==> config.mk <==
export PLATFORM = sky130hd
export DESIGN_NAME = controller_led_driver
export DESIGN_NICKNAME = d
export VERILOG_FILES = /design/src/rtl/controller_led_driver.sv
export SDC_FILE = /design/constraint.sdc
export NUM_CORES = 1
export LEC_CHECK = 0
export BUFFER_PORTS_ARGS = -buffer_cell sky130_fd_sc_hd__buf_2
export CAP_MARGIN = 40
export CORE_MARGIN = 8
export CORE_UTILIZATION = 46
export CTS_CLUSTER_DIAMETER = 150
export DETAILED_ROUTE_END_ITERATION = 8
export PLACE_DENSITY_LB_ADDON = 0.1
export SYNTH_ARGS = -nofsm -noshare
export SYNTH_HDL_FRONTEND = slang
export SYNTH_SLANG_ARGS = --single-unit
==> constraint.sdc <==
create_clock -name clk -period 5.4 [get_ports clk]
set_input_delay 0.81 -clock clk [delete_from_list [all_inputs] [get_ports clk]]
set_output_delay 0.81 -clock clk [all_outputs]
set_load 0.01 [all_outputs]
==> src/rtl/controller_led_driver.sv <==
// controller_led_driver: serialises four 8-bit player LED patterns into a 32-bit 74HC595 chain frame,
// resending whenever displayed content changes (writes or blink phase toggles).
module controller_led_driver #(
  parameter int CLK_DIV      = 25,
  parameter int LATCH_CYCLES = 25,
  parameter int BLINK_DIV    = 25000000
) (
  input  logic       clk,
  input  logic       rst,
  input  logic       wr_en,
  input  logic [1:0] wr_player,
  input  logic [7:0] wr_data,
  input  logic [3:0] blink_mask,
  output logic       busy,
  output logic       frame_done,
  output logic       sclk,
  output logic       sdata,
  output logic       latch
);
  typedef enum logic [2:0] {IDLE, LOAD, SHIFT_LO, SHIFT_HI, LATCH} state_t;
  localparam logic [31:0] DIV_LAST   = 32'(CLK_DIV - 1);
  localparam logic [31:0] LATCH_LAST = 32'(LATCH_CYCLES - 1);
  localparam logic [31:0] BLINK_LAST = 32'(BLINK_DIV - 1);
  state_t      state_q, state_d;
  logic [7:0]  led_q [4];
  logic [7:0]  led_d [4];
  logic [31:0] blink_cnt_q, blink_cnt_d, cnt_q, cnt_d, word_q, word_d, eff_word;
  logic [4:0]  bit_q, bit_d;
  logic        blink_phase_q, blink_phase_d, dirty_q, dirty_d, sdata_q, sdata_d;
  logic        toggle, set_dirty;
  always_comb begin
    toggle        = blink_cnt_q == BLINK_LAST;
    blink_cnt_d   = toggle ? '0 : blink_cnt_q + 32'd1;
    blink_phase_d = blink_phase_q ^ toggle;
    set_dirty     = wr_en | (toggle & |blink_mask);
    led_d         = led_q;
    if (wr_en) led_d[wr_player] = wr_data;
    eff_word = '0;
    for (int i = 0; i < 4; i++) eff_word[8*i +: 8] = (blink_mask[i] & blink_phase_q) ? 8'h00 : led_q[i];
  end
  always_comb begin
    state_d = state_q;
    cnt_d   = cnt_q + 32'd1;
    word_d  = word_q;
    bit_d   = bit_q;
    sdata_d = sdata_q;
    dirty_d = dirty_q | set_dirty;
    case (state_q)
      IDLE: begin
        cnt_d = '0;
        if (dirty_q) state_d = LOAD;
      end
      LOAD: begin
        word_d  = eff_word;
        bit_d   = 5'd31;
        sdata_d = eff_word[31];
        dirty_d = set_dirty;
        cnt_d   = '0;
        state_d = SHIFT_LO;
      end
      SHIFT_LO: if (cnt_q == DIV_LAST) begin
        cnt_d   = '0;
        state_d = SHIFT_HI;
      end
      SHIFT_HI: if (cnt_q == DIV_LAST) begin
        cnt_d = '0;
        if (bit_q == 5'd0) state_d = LATCH;
        else begin
          // next bit is presented on SHIFT_LO entry so it is set up a full half-period before sclk rises
          bit_d   = bit_q - 5'd1;
          sdata_d = word_q[bit_q - 5'd1];
          state_d = SHIFT_LO;
        end
      end
      LATCH: if (cnt_q == LATCH_LAST) begin
        cnt_d   = '0;
        state_d = IDLE;
      end
      default: state_d = IDLE;
    endcase
  end
  always_ff @(posedge clk or negedge rst) begin
    if (!rst) begin
      state_q       <= IDLE;
      led_q         <= '{default: 8'h00};
      blink_cnt_q   <= '0;
      blink_phase_q <= 1'b0;
      dirty_q       <= 1'b1;
      cnt_q         <= '0;
      word_q        <= '0;
      bit_q         <= '0;
      sdata_q       <= 1'b0;
    end else begin
      state_q       <= state_d;
      led_q         <= led_d;
      blink_cnt_q   <= blink_cnt_d;
      blink_phase_q <= blink_phase_d;
      dirty_q       <= dirty_d;
      cnt_q         <= cnt_d;
      word_q        <= word_d;
      bit_q         <= bit_d;
      sdata_q       <= sdata_d;
    end
  end
  assign busy       = state_q != IDLE;
  assign sclk       = state_q == SHIFT_HI;
  assign latch      = state_q == LATCH;
  assign frame_done = (state_q == LATCH) && (cnt_q == LATCH_LAST);
  assign sdata      = sdata_q;
endmodule

==> results.yml <==
worst_setup_path:
  r2r_end: "bit_q[2]"
  cpMaxStageDelayCell: "dfrtp_1"
  path_class: "reg -> out"
  critPathMaxFanout: 6
  crit_required_ns: 4.59
  cp_num_buf_inv: 2
  worstPathArrival_ns: 2.28
  critPathMaxStageDelay_ns: 0.43
  crit_chain: "inv_1, ha_1, nor4bb_1, nand4_1, nor2_1, and2_1, buf_2"
  start_kind: "register"
  cp_top_family: "simple AND/OR/NAND/NOR gates"
  endpoint_kind: "output port"
  worstRegToRegCells: 8
  reg2reg_slack_ns: 2.59
  r2r-start: "bit_q[0]"
finish:
  multi_input_area_um2: 2836
  fin_util: 0.5277
  drive_gt1_frac: 0.1526
  register_area_um2: 3480
  synthToLayoutAreaGrowth_pct: 12.71
  finalNonFillerCells: 822
  num_antenna_cells: 0
  fill_cells: 1270
  nets: 653
sta:
  fin_crit_sh: 0.5713
  fmax_mhz: 324.1
  finalSetupViolations: 0
  worst_pin_slew_ns: 0.8900
  final.setup.worst_slack_ns: 2.315
  rsz0062_at_grt: "no"
  slew_headroom: 0.4051
  slew_viol_final: 0
  finalHoldViolCount: 0
  finalClockSkew_ns: 0.006123
  setup_tns_ns: 0
  fin_crit_ns: 3.085
clock_network:
  numCtsBuffers: 17
  root_buffer: "clkbuf_16"
  cts_resized: 0
  cts_tree: "yes"
  holdBufCountCts: 0
  clock_latency_ns: 0.41
  clock_path_buffers: 2
  cts.sinks: 139
  h-tree-depth: 4
  clk_pin_slew_worst_paths_ns: 0.05
  post_cts_buffers: 0
logic_synthesis:
  synth_edf_count: 0
  ys_top_cells_by_count: "138 x dfrtp_1, 90 x nand2_1, 76 x nor2_1"
  yosys_most_used_dff: "dfrtp_1"
  synth_cell_types: 47
  synth_area_leaders: "dfrtp_1 54%, mux2_2 6.1%, nand2_1 5.2%"
  seq_area_frac_synth: 0.5396
  yosys.area.top_type: "dfrtp_1"
  synth-seq-cells: 139
  synth_cells: 610
  avgSynthCellArea_um2: 10.57
  yosysMostFrequentCell: "dfrtp_1"
  yosysWarnings: 0
  netlist_area_um2: 6449
  synth_nets: 631
  async_flop_share: 1.000
  synth_top_area_share: 0.5355
global_routing:
  grt_max_degree: 91
  grtUsageTotal: 0.1526
  grt_pass1_wl_um: 21890
  grt_overflow: 0
  antenna_found_initial: 0
  grt_pass1_vias: 4358
power_and_ir_drop:
  pwr_density_cell_nw_per_um2: 393.4
  p_clk_frac: 0.355
  p_sw_uw: 812.1
  p_int_mw: 2.047
  irDropWorstVdd_mv: 0.2311
  swShare: 0.2840
  power_frac_seq: 0.460
  power.leakage_nw: 3.273
  pwr-share-comb: 0.185
hold_path:
  hp-class: "in -> async"
placement:
  place_congestion: 0.7538
  dpl.cell_count: 793
  preCtsSetupSlack_ns: 2.628
  port_buffers: 21
  dp_hpwl_um: 8878
floorplanning:
  ioPinCount: 22
  die_x_um: 134.4
  start_util: 0.4682
  fp-row-count: 43
  fp.coreArea_um2: 13770
  fp.dieH_um: 134.4
  die_area_um2: 18060
run_status:
  outcome: "finished, final reports clean"
drt:
  drt-wirelength-per-cell_um: 15.68
  drt-total-wl_um: 12890
  drt_iter0_markers: 201
  drt_drc_violations_left: 0
  vias_per_cell: 5.294
  detailedRoute.firstPassIterationCount: 6
  vias: 4352
  drtAntennaViolNets: 0
job:
  cap_violations: 0
## state kept, by name, indices dropped and copies added (netlist names)
signal         count
led_q             32
state_q            3
bit_q              5
sdata              1
blink_phase_q      1
cnt_q             32
dirty_q            1
word_q            32
blink_cnt_q       32
## power groups by stage
stage / Combinational (mW) / Clock (mW) / Sequential [mW]
final: 0.529 / 1.02 / 1.31
after global routing: 0.587 / 1.08 / 1.34
after CTS: 0.537 / 1.04 / 1.31
after detailed placement: 0.536 / 0 / 1.33
after global placement: 0.522 / 0 / 1.32
after floorplan: 0.397 / 0 / 1.29
## metrics by stage
step                power (mW)  hold slack, ns  area [µm²]
finish                   2.860          0.4510        7268
global route             3.003          0.4844        7268
CTS                      2.889          0.4607        7268
detailed placement       1.866          0.4484        6758
global placement         1.846          0.4438        6728
floorplan                1.689          0.4303        6449
## area by class of cell
type / instances / area share
Sequential cell: 139 / 0.4787
Multi-Input combinational cell: 434 / 0.3903
Clock buffer: 22 / 0.06387
Tap cell: 180 / 0.03099
Timing Repair Buffer: 26 / 0.02255
Inverter: 14 / 0.007230
Clock inverter: 7 / 0.006369
## kinds of logic after synthesis
logic type,Yosys count,share of synthesized area
flip-flops,139,0.5396
XOR/XNOR,64,0.08983
adder cells (fa/ha/maj),4,0.007761
buffers and inverters,37,0.02309
multiplexers,44,0.09274
AND/OR/NAND/NOR,304,0.2266
AO/OA/AOI/OAI,18,0.02037
## layout by cell type, fill, tap and decap left out, types with 3 or more instances in the layout
cell        synthesis  layout
clkbuf_16           0      17
dfrtp_1           138     138
mux2_2             35      35
nor2_1             76      76
nor4_1              9       9
xor2_1             29      29
and3_1              9       9
nand4_1            13      13
nor4b_2             3       3
inv_1              14      14
buf_4               1       3
mux4_1              7       7
clkinvlp_4          0       3
ha_1                4       4
and4_1              5       5
nand3_1            66      66
xnor2_1            34      34
clkinv_2            0       3
buf_2               5      20
and2_1              4       4
nand2_1            90      90
a21oi_1             5       5
clkbuf_1           14       3
nor3_1             14      13
## routing by layer
metal | routed length [µm] | track usage
met1 | 6379 | 0.2031
met2 | 5970 | 0.2345
met3 | 381 | 0.03889
met4 | 153 | 0.05739
met5 | 0 | 0
## how the worst max path moves through the flow
stage             start  depth (start not counted)  slack (ns)         end
6_report       cnt_q[0]                          7        2.31  frame_done
5_1_grt        cnt_q[0]                          7        2.09  frame_done
4_1_cts        cnt_q[0]                          7        2.30  frame_done
3_5_place_dp   bit_q[0]                          8        2.63    bit_q[2]
3_3_place_gp   cnt_q[0]                          8        2.64    bit_q[2]
2_1_floorplan  bit_q[0]                          9        3.11       sdata
No activity file was read; power rests on OpenSTA's default activity.
